===== src/rtl/dircc_counter_send_handler.sv =====
// Counter send handler: services the lowest pending per-port send request,
// emits one packet per request and writes back the decremented rts / incremented count.
module dircc_counter_send_handler #(
  parameter int unsigned ADDRESS_MEM_WIDTH = 32
) (
  input  logic                           clk,
  input  logic                           reset_n,
  input  logic [31:0]                    rts_ready,
  input  logic [ADDRESS_MEM_WIDTH-1:0]   address,
  input  logic [31:0]                    user_state,
  input  logic                           running,
  output logic                           tx_valid,
  output logic [ADDRESS_MEM_WIDTH+31:0]  tx_data,
  input  logic                           tx_ready,
  output logic                           wr_en,
  output logic [31:0]                    wr_user_state,
  output logic                           busy,
  output logic [31:0]                    sent_total
);

  localparam int unsigned TX_W   = ADDRESS_MEM_WIDTH + 32;
  localparam int unsigned PORT_W = 5;

  localparam logic [1:0] IDLE = 2'd0;
  localparam logic [1:0] SEND = 2'd1;
  localparam logic [1:0] WB   = 2'd2;
  localparam logic [1:0] HOLD = 2'd3;

  logic [1:0]        state_q,         state_d;
  logic              tx_valid_q,      tx_valid_d;
  logic [TX_W-1:0]   tx_data_q,       tx_data_d;
  logic              wr_en_q,         wr_en_d;
  logic [31:0]       wr_user_state_q, wr_user_state_d;
  logic              busy_q,          busy_d;
  logic [31:0]       sent_total_q,    sent_total_d;
  logic [31:0]       snap_state_q,    snap_state_d;

  logic [PORT_W-1:0] port_idx_c;
  logic              go_c;

  // Lowest set request bit wins; scan from the top so bit 0 is assigned last.
  always_comb begin
    port_idx_c = '0;
    for (int i = 31; i >= 0; i--) begin
      if (rts_ready[i]) port_idx_c = PORT_W'(i);
    end
  end

  assign go_c = (rts_ready != 32'd0) && running && (user_state[31:16] != 16'd0);

  always_comb begin
    state_d         = state_q;
    tx_valid_d      = tx_valid_q;
    tx_data_d       = tx_data_q;
    wr_en_d         = 1'b0;
    wr_user_state_d = wr_user_state_q;
    sent_total_d    = sent_total_q;
    snap_state_d    = snap_state_q;

    case (state_q)
      IDLE: begin
        if (go_c) begin
          state_d      = SEND;
          tx_valid_d   = 1'b1;
          tx_data_d    = {address, 8'(port_idx_c), 8'h00, user_state[15:0]};
          snap_state_d = user_state;
        end
      end
      SEND: begin
        // Packet is committed once valid; only acceptance releases it.
        if (tx_ready) begin
          state_d         = WB;
          tx_valid_d      = 1'b0;
          wr_en_d         = 1'b1;
          wr_user_state_d = {snap_state_q[31:16] - 16'd1, snap_state_q[15:0] + 16'd1};
          sent_total_d    = sent_total_q + 32'd1;
        end
      end
      WB: begin
        state_d = HOLD;
      end
      HOLD: begin
        // One dead cycle lets the upstream rts_ready register catch up.
        state_d = IDLE;
      end
      default: begin
        state_d    = IDLE;
        tx_valid_d = 1'b0;
      end
    endcase

    busy_d = (state_d != IDLE);
  end

  always_ff @(posedge clk or negedge reset_n) begin
    if (!reset_n) begin
      state_q         <= IDLE;
      tx_valid_q      <= 1'b0;
      tx_data_q       <= '0;
      wr_en_q         <= 1'b0;
      wr_user_state_q <= '0;
      busy_q          <= 1'b0;
      sent_total_q    <= '0;
      snap_state_q    <= '0;
    end else begin
      state_q         <= state_d;
      tx_valid_q      <= tx_valid_d;
      tx_data_q       <= tx_data_d;
      wr_en_q         <= wr_en_d;
      wr_user_state_q <= wr_user_state_d;
      busy_q          <= busy_d;
      sent_total_q    <= sent_total_d;
      snap_state_q    <= snap_state_d;
    end
  end

  assign tx_valid      = tx_valid_q;
  assign tx_data       = tx_data_q;
  assign wr_en         = wr_en_q;
  assign wr_user_state = wr_user_state_q;
  assign busy          = busy_q;
  assign sent_total    = sent_total_q;

endmodule


===== config.mk =====
export PLATFORM = sky130hd
export DESIGN_NAME = dircc_counter_send_handler
export DESIGN_NICKNAME = d
export VERILOG_FILES = /design/src/rtl/dircc_counter_send_handler.sv
export SDC_FILE = /design/constraint.sdc
export NUM_CORES = 1
export LEC_CHECK = 0
export CELL_PAD_IN_SITES_DETAIL_PLACEMENT = 1
export CELL_PAD_IN_SITES_GLOBAL_PLACEMENT = 2
export CORE_UTILIZATION = 28
export DETAILED_ROUTE_END_ITERATION = 12
export PLACE_DENSITY = 0.78
export SYNTH_ARGS = -nofsm -noshare
export SYNTH_HDL_FRONTEND = slang
export SYNTH_SLANG_ARGS = --single-unit

===== constraint.sdc =====
create_clock -name clk -period 2.6 [get_ports clk]
set_input_delay 0.52 -clock clk [delete_from_list [all_inputs] [get_ports clk]]
set_output_delay 0.52 -clock clk [all_outputs]
set_load 0.02 [all_outputs]

# After elaboration in Yosys (flattened, before gate mapping)
# Index checks and enable logic that the tools add are counted.
# op_classes
addsub,3
muxes,40
magnitude_cmp,0
reduce_logical,10
eq_ne,5
div_mod_pow,0
mul,0
shift,0
bitwise,0
# op_table
cell,count
$mux W5,32
$add A32 B1 Y32 const B,1
$reduce_bool A32 Y1,1
$add A16 B1 Y16 const B,1
$reduce_bool A16 Y1,1
$sub A16 B1 Y16 const B,1
$pmux W2 S4,1
$eq A2 B2 Y1 const B,2
$mux W1,4
$mux W2,2
$ne A2 B2 Y1 const B,2
$reduce_and A2 Y1,2
$reduce_bool A2 Y1,2
$reduce_and A3 Y1,1
$eq A2 B1 Y1 const B,1
$logic_and A1 B1 Y1,2
$logic_not A2 Y1,1
$pmux W1 S2,1
# word_totals
rom_bits,0
wordCells,66
n_memories,0
out_inout_bits,131
inputBits,100
ramBits,0
register_bits,154
latch_bits,0

# Depth between registers and ports, before layout
# Gate-level depths: netlist of run 1.
# logic_depth
depth_word,32
ltp_mapped,8
mapped_depth_nobuf,7

# Least setup slack after synthesis of run 1
# Ideal clock, no wire load.
# synth_path
kind,input to register
start,input rts_ready[0]
end,register snap_state_q[5]
path_buffers,2
required_time_ps,2473
setup_slack_ps,12
path_stages,6
t_arrival_ps,2460
setup_ps,127
cell_sequence,or4_1 -> or4_1 -> o2111ai_2 -> buf_6 -> buf_6 -> mux2_1
# synth_between
elab_chain_len,4
# synth_lines
item,line,text
from (decl),8,"input logic [31:0] rts_ready,"
$reduce_bool A32 Y1,49,assign go_c = (rts_ready != 32'd0) && running && (user_state[31:16] != 16'd0);
$logic_and A1 B1 Y1 (2 in series),49,
$reduce_and A2 Y1 (no source line),n/a,
to (signal assigned),113,snap_state_q <= snap_state_d;
to (decl),36,"logic [31:0] snap_state_q, snap_state_d;"
# Every way passes these cells.
# A chain may end at the register's enable or synchronous reset.

# Worst setup path after layout of run 1
# layout_path
start,input rts_ready[4]
end,register snap_state_q[11]
# The elaborated chain is that of the path after synthesis.

==> results of run 1 <==
-- per-layer routing --
layer  GRT usage (%)  part of all wire (%)  vias up
li1                -                     -     2467
met1            19.8                    42     2617
met2            29.1                    50      159
met3            4.96                   6.2       21
met4            5.04                   1.5        0
met5               0                     0        -
-- final timing paths --
check	end	cells after the start
max	snap_state_q[11]	8
min	sent_total[31]	1
max reg2reg	wr_user_state[28]	7
min reg2reg	sent_total[31]	1
max in group asynchronous	snap_state_q[15]	3
min in group asynchronous	sent_total[8]	2
-- stage by stage --
| step | cell area (um2) | std cells | setup TNS [ns] | utilization, % | hold slack, ns |
|---|---|---|---|---|---|
| 3_5_place_dp | 9280 | 1115 | -38.30 | 40.8 | 0.441 |
| 4_1_cts | 10000 | 1155 | -0.0903 | 43.9 | 0.478 |
| 3_3_place_gp | 9280 | 1115 | -36.39 | 40.8 | 0.440 |
| 5_1_grt | 9980 | 1154 | -0.00635 | 43.8 | 0.501 |
| 6_report | 9980 | 1154 | 0 | 43.8 | 0.473 |
| 2_1_floorplan | 6570 | 570 | 0 | - | 0.224 |
-- final cells by class --
| class | instances | area, um2 |
|---|---|---|
| timing repair buffer | 285 | 2790 |
| multi-input combinational | 373 | 2730 |
| sequential | 138 | 3450 |
| clock buffer | 19 | 443 |
| clock inverter | 13 | 120 |
| tap | 313 | 392 |
| fill | 2455 | 12800 |
| inverter | 13 | 48.8 |
-- kinds of logic after synthesis --
group,share of synthesized area (%)
compound gates,6.09
xor+xnor,7.64
fa+ha+maj,0.575
buf+inv,6.28
flops,52.9
mux,13.3
other cells,0.0574
simple gates,13.1
-- cell usage after synthesis (5+ instances only) --
| cell | instances | area share (%) |
|---|---|---|
| or4_1 | 9 | 1.0 |
| mux2_2 | 23 | 4.0 |
| o21ai_0 | 34 | 2.6 |
| nand2_1 | 58 | 3.3 |
| nor3_1 | 7 | 0.54 |
| and4_1 | 5 | 0.67 |
| dfrtp_1 | 138 | 53 |
| inv_1 | 13 | 0.75 |
| nor2_1 | 31 | 1.8 |
| buf_4 | 29 | 3.3 |
| o211ai_1 | 5 | 0.57 |
| o31ai_1 | 5 | 0.57 |
| nand4_1 | 12 | 1.1 |
| xor2_1 | 18 | 2.4 |
| and3_1 | 8 | 0.77 |
| xnor2_1 | 39 | 5.2 |
| a21oi_1 | 8 | 0.61 |
| clkbuf_1 | 11 | 0.63 |
| nor4_1 | 12 | 1.1 |
| mux2_4 | 40 | 9.2 |
| nand3_1 | 22 | 1.7 |
-- registers in the layout, summed over array words and instances (netlist names) --
register       cells
busy               1
sent_total        32
snap_state_q      32
state_q            2
tx_data           37
tx_valid           1
wr_en              1
wr_user_state     32
-- timing repair --
action / in CTS / in global routing
hold buffers: 1 / 0
pin swaps: 1 / 3
hold endpoints to repair: 22 / 0
setup buffers: 4 / 1
endpoints found under the setup margin: 65 / 30
gates cloned: 3 / 0
resized for setup: 21 / 3
-- power by group --
group / internal, mW / total, mW / switching (mW)
Sequential: 3.01 / 3.79 / 0.774
Combinational: 2.60 / 4.84 / 2.24
Clock: 1.34 / 2.31 / 0.966
==> results.md, run 1 <==
- Core Footprint: between 20,000 and 25,000 um2
- Dpl ws: -0.600 ns
- Pleak: ~4.3 nW
- Fin crit share: 98.5%
- Prevailing post-synth register cell: dfrtp_1
- Cell Pwr Density: about 1100 nW/um2
- Post-synth EDFFs: 0
- #FFs+latches synth: 138
- Avg Synthesized Cell Area: approximately 12 um2
- Worst path required time: a little under 3 ns
- Delay-heaviest family, CP: simple AND/OR/NAND/NOR gates
- I/O pin count: 231
- Die area: roughly 24,000 um2
- Routability cong.: between 0.8 and 0.9
- HP Class: register to register
- Ratio of cells with drive above 1 in the final layout: roughly 20%
- Initial Utilization: 28.7%
- Final WL: ~19,000 um
- CP Class: input port to register
- Status: finished, final reports clean
- Cts bufs inserted: 17
- Slew @ Worst Pin: around 0.6 ns
- Total grt overflow: 0
- Minimum clock period after layout: between 2 and 3 ns
- Commonest non-fill, non-tap cell in the layout: clkdlybuf4s50_1
- # rows: between 50 and 60
- Ant diodes: 0
- Worst relative slew slack: between 60% and 70%
- Initial antenna violation count: 0
- Final Max Slew Viols: 0
- Crit path launch: rts_ready[4]
- Htree depth: 4
- Worst clock skew: between 0.007 and 0.008 ns
- Vias in the first global route: 5,778
- Setup-failing EPs final: 0
- DRT iter0 DRCs: between 150 and 200
- Largest net degree at the start of global routing: 65
- R2R setup slack: approximately 0.18 ns
- Cell count after synthesis: 560
- CP Launch Type: input port
- Hold Crit Start: sent_total[31]
- IR Drop Worst-Case VDD: roughly 0.45 mV
- Largest stage delay, worst path: between 0.5 and 0.6 ns
- Crit path arrival time: about 2.9 ns
- Max-Cap Viols: 0
- Synth cell types: 42
- Final net count: 931
- CTS tree: done
- DR DRC count: 0
- Clock latency on the worst-skew pair: approximately 0.42 ns
- Worst setup EP type: register
- Die height: 155 um
- Die W: 155 um
- Critical Path Most Common Cell: or4_4
- P&R area growth vs syn: 52.8%
- First-pass GRT wire length: ~31,000 um
- Final hold violations: 0
- Async S/R FF share, synth: 100%
- Yosys warns: 0
- Slowest-stage cell, CP: or4_4
- WP buf/inv: 4
- Final HPWL DP: 14,500 um
- Total power: about 11 mW
- Most frequent cells in the layout: clkdlybuf4s50_1 (203), dfrtp_1 (138), nand2_1 (58), buf_4 (56), mux2_4 (40)
- Max clock buf depth: 2
- Share of the yosys chip area belonging to registers: 52.9%
- Clock Tree Root: clkbuf_16
- IO buf count: 219
- Worst r2r src: snap_state_q[16]
- WL/cell: approximately 17 um
- Sink Count: between 100 and 150
- Syn Std Cell Area: approximately 6500 um2
- RSZ-0062 raised after global routing: yes
- CP Max Fanout: 6
- Fmax: 0.390 GHz
- Setup ws final: 0.0385 ns
- Clk slew on worst S/H paths: 0.06 ns
- Drt pass-1 iters: 6
- Antenna-violating nets left: 0
- CP Cell Sequence: dlygate4sd2_1 > or4_4 > or4_4 > o2111ai_4 > buf_6 > buf_12 > buf_16 > mux2_2
- GRT Overall Usage: between 15 and 20%
- Vias: around 5,300
- Routed vias/inst: 4.56
No activity file was read; power rests on OpenSTA's default activity.
==> run 2: changes to the inputs <==
- CORE_MARGIN: not set -> 2
- TNS_END_PERCENT: not set -> 50
==> run 2 against run 1 <==
Net effect:
- core utilization up 0.19 points
- first-iteration DRC count up 4.0%
- sequential power about the same
- total power up 0.55%
- via count down 1.3%
==> results.md, run 2 (same netlist as run 1, synthesis figures left out) <==
- Vias: roughly 5,200
- Max clock buf depth: 2
- Worst clock skew: around 0.0087 ns
- Final net count: 932
- Commonest non-fill, non-tap cell in the layout: clkdlybuf4s50_1
- Slew @ Worst Pin: approximately 0.59 ns
- CTS Hold Buffers Added: 0
- R2R setup slack: 0.19 ns
- Layout Utilization: 44.0%
- IO buf count: about 220
- I/O pin count: approximately 230
- RSZ-0062 raised after global routing: no
- Die area: roughly 25,000 um2
- Fin area: roughly 10,000 um2
- Total grt overflow: 0
- Cts bufs inserted: 17
- Slowest-stage cell, CP: or4_4
- Max reg flops: 37
- Vias in the first global route: a little under 6,000
- Final hold slack: 0.0468 ns
- DRT iter0 DRCs: roughly 180
- DR DRC count: 0
- Final hold violations: 0
- GRT Overall Usage: between 10% and 20%
- Filler cells: between 2,000 and 2,500
- Final WL: ~20,000 um
- CP Max Fanout: 6
- Clock latency on the worst-skew pair: between 0.4 and 0.5 ns
- Max-Cap Viols: 0
- CTS tree: done
- Setup TNS: 0 ns
- Ant diodes: 0
- Die W: 157 um
- Clock Tree Root: clkbuf_16
- Most frequent cells in the layout: clkdlybuf4s50_1 (204), dfrtp_1 (138), nand2_1 (58), buf_4 (54), mux2_4 (40)
- Minimum clock period after layout: about 2.6 ns
- Status: finished, final reports clean
- Ratio of cells with drive above 1 in the final layout: between 20% and 30%
- Final Max Slew Viols: 0
- Final HPWL DP: roughly 15,000 um
- Placed Area: 9400 um2
- Worst relative slew slack: approximately three fifths
- Fin crit share: a little over nine tenths
- Initial Utilization: between 20 and 30%
- IR Drop Worst-Case VDD: ~0.36 mV
- Drt pass-1 iters: 4
- Routed vias/inst: 4.50
- Initial antenna violation count: 0
- Cell Pwr Density: 1100 nW/um2
- Die height: 157 um
- Routability cong.: around 0.84
- Fmax: approximately 0.4 GHz
- Critical Path Most Common Cell: buf_12
- Htree depth: 4
- Crit path arrival time: ~2.9 ns
- First-pass GRT wire length: slightly above 30,000 um
- Worst path required time: approximately 2.9 ns
- Sink Count: roughly 140
- Clk slew on worst S/H paths: roughly 0.070 ns
- CP Class: input port to register
- CP Cell Sequence: dlygate4sd2_1 > or4_4 > or4_4 > o2111ai_4 > buf_12 > buf_12 > buf_12 > mux2_2
- P&R area growth vs syn: 53.4%
- Antenna-violating nets left: 0
- Largest stage delay, worst path: approximately 0.57 ns
- CP Launch Type: input port
- # rows: 55
- Worst setup EP type: register
- WL/cell: 16.9 um
- HP Class: input port to asynchronous set/reset pin
- Pleak: 4.36 nW
- Setup-failing EPs final: 0
- Core Footprint: about 23,000 um2
- Largest net degree at the start of global routing: 65
==> run 2: cell types whose count changed in the layout (fill, tap and decap cells not counted), sizes merged <==
cell,previous run,this run
buf,66,68
clkinvlp,6,3
dlygate4sd2,13,11
bufinv,1,0
clkdlybuf4s50,203,204
dlygate4sd3,1,0
inv,15,21
clkbuf,19,17
dlymetal6s2s,2,3
==> run 2: where the power goes <==
| group | switching (mW) | internal (mW) | total [mW] |
|---|---|---|---|
| clock | 1.04 | 1.25 | 2.29 |
| combinational | 2.25 | 2.66 | 4.91 |
| sequential | 0.784 | 3.01 | 3.80 |
| total | 4.07 | 6.93 | 11.0 |
==> run 2: final cells by class <==
| type | count | area (um2) | area share, % |
|---|---|---|---|
| Sequential cell | 138 | 3450 | 34.5 |
| Timing Repair Buffer | 286 | 2840 | 28.4 |
| Multi-Input combinational cell | 373 | 2730 | 27.3 |
| Clock buffer | 17 | 425 | 4.24 |
| Tap cell | 313 | 392 | 3.91 |
| Clock inverter | 15 | 129 | 1.29 |
| Inverter | 13 | 48.8 | 0.487 |
==> run 2: critical path, delay by kind of cell <==
family | cells | cell delay (ns)
AOI/OAI and AO/OA | 1 | 0.24
buffers and inverters | 4 | 0.64
muxes | 1 | 0.33
and+or+nand+nor | 2 | 1.11
==> run 2: timing repair <==
action	in CTS	in global routing
gates resized for setup	18	3
gates cloned	1	0
setup buffers	2	0
pin swaps	5	3
hold endpoints to repair	0	0
endpoints found under the setup margin	69	53
==> run 2: path summary, 6_finish.rpt <==
kind	endpoint	from	cells after the start
worst max-delay path	snap_state_q[9]	rts_ready[1]	8
worst min register to register	wr_user_state[29]	wr_user_state[29]	2
worst max register to register	wr_user_state[28]	snap_state_q[16]	7
max in group asynchronous	snap_state_q[15]	reset_n	2
worst min-delay path	sent_total[15]	reset_n	1
min in group clk	wr_user_state[29]	wr_user_state[29]	2
==> run 2: layer usage <==
layer | part of all wire [%] | global-route usage [%] | vias to the layer above | routed length, um
li1 | - | - | 2467 | -
met1 | 42 | 19.7 | 2544 | 8300
met2 | 50 | 27.9 | 169 | 9790
met3 | 6.3 | 5.04 | 16 | 1230
met4 | 1.0 | 4.37 | 0 | 204
met5 | 0 | 0 | - | 0
==> run 2: per-stage QoR <==
| stage | instances | setup slack [ns] | power [mW] |
|---|---|---|---|
| detailed placement | 1120 | -0.585 | 8.71 |
| CTS | 1155 | 0.000101 | 11.2 |
| finish | 1155 | 0.0473 | 11.0 |
| global route | 1155 | 0.0136 | 11.7 |
| floorplan | 570 | 0.0123 | 6.47 |
| global placement | 1120 | -0.541 | 8.53 |
==> run 3: changes to the inputs <==
- CAP_MARGIN: not set -> 15
==> results of run 3 <==
Final layout, timing and power as in run 2 (identical DEF).
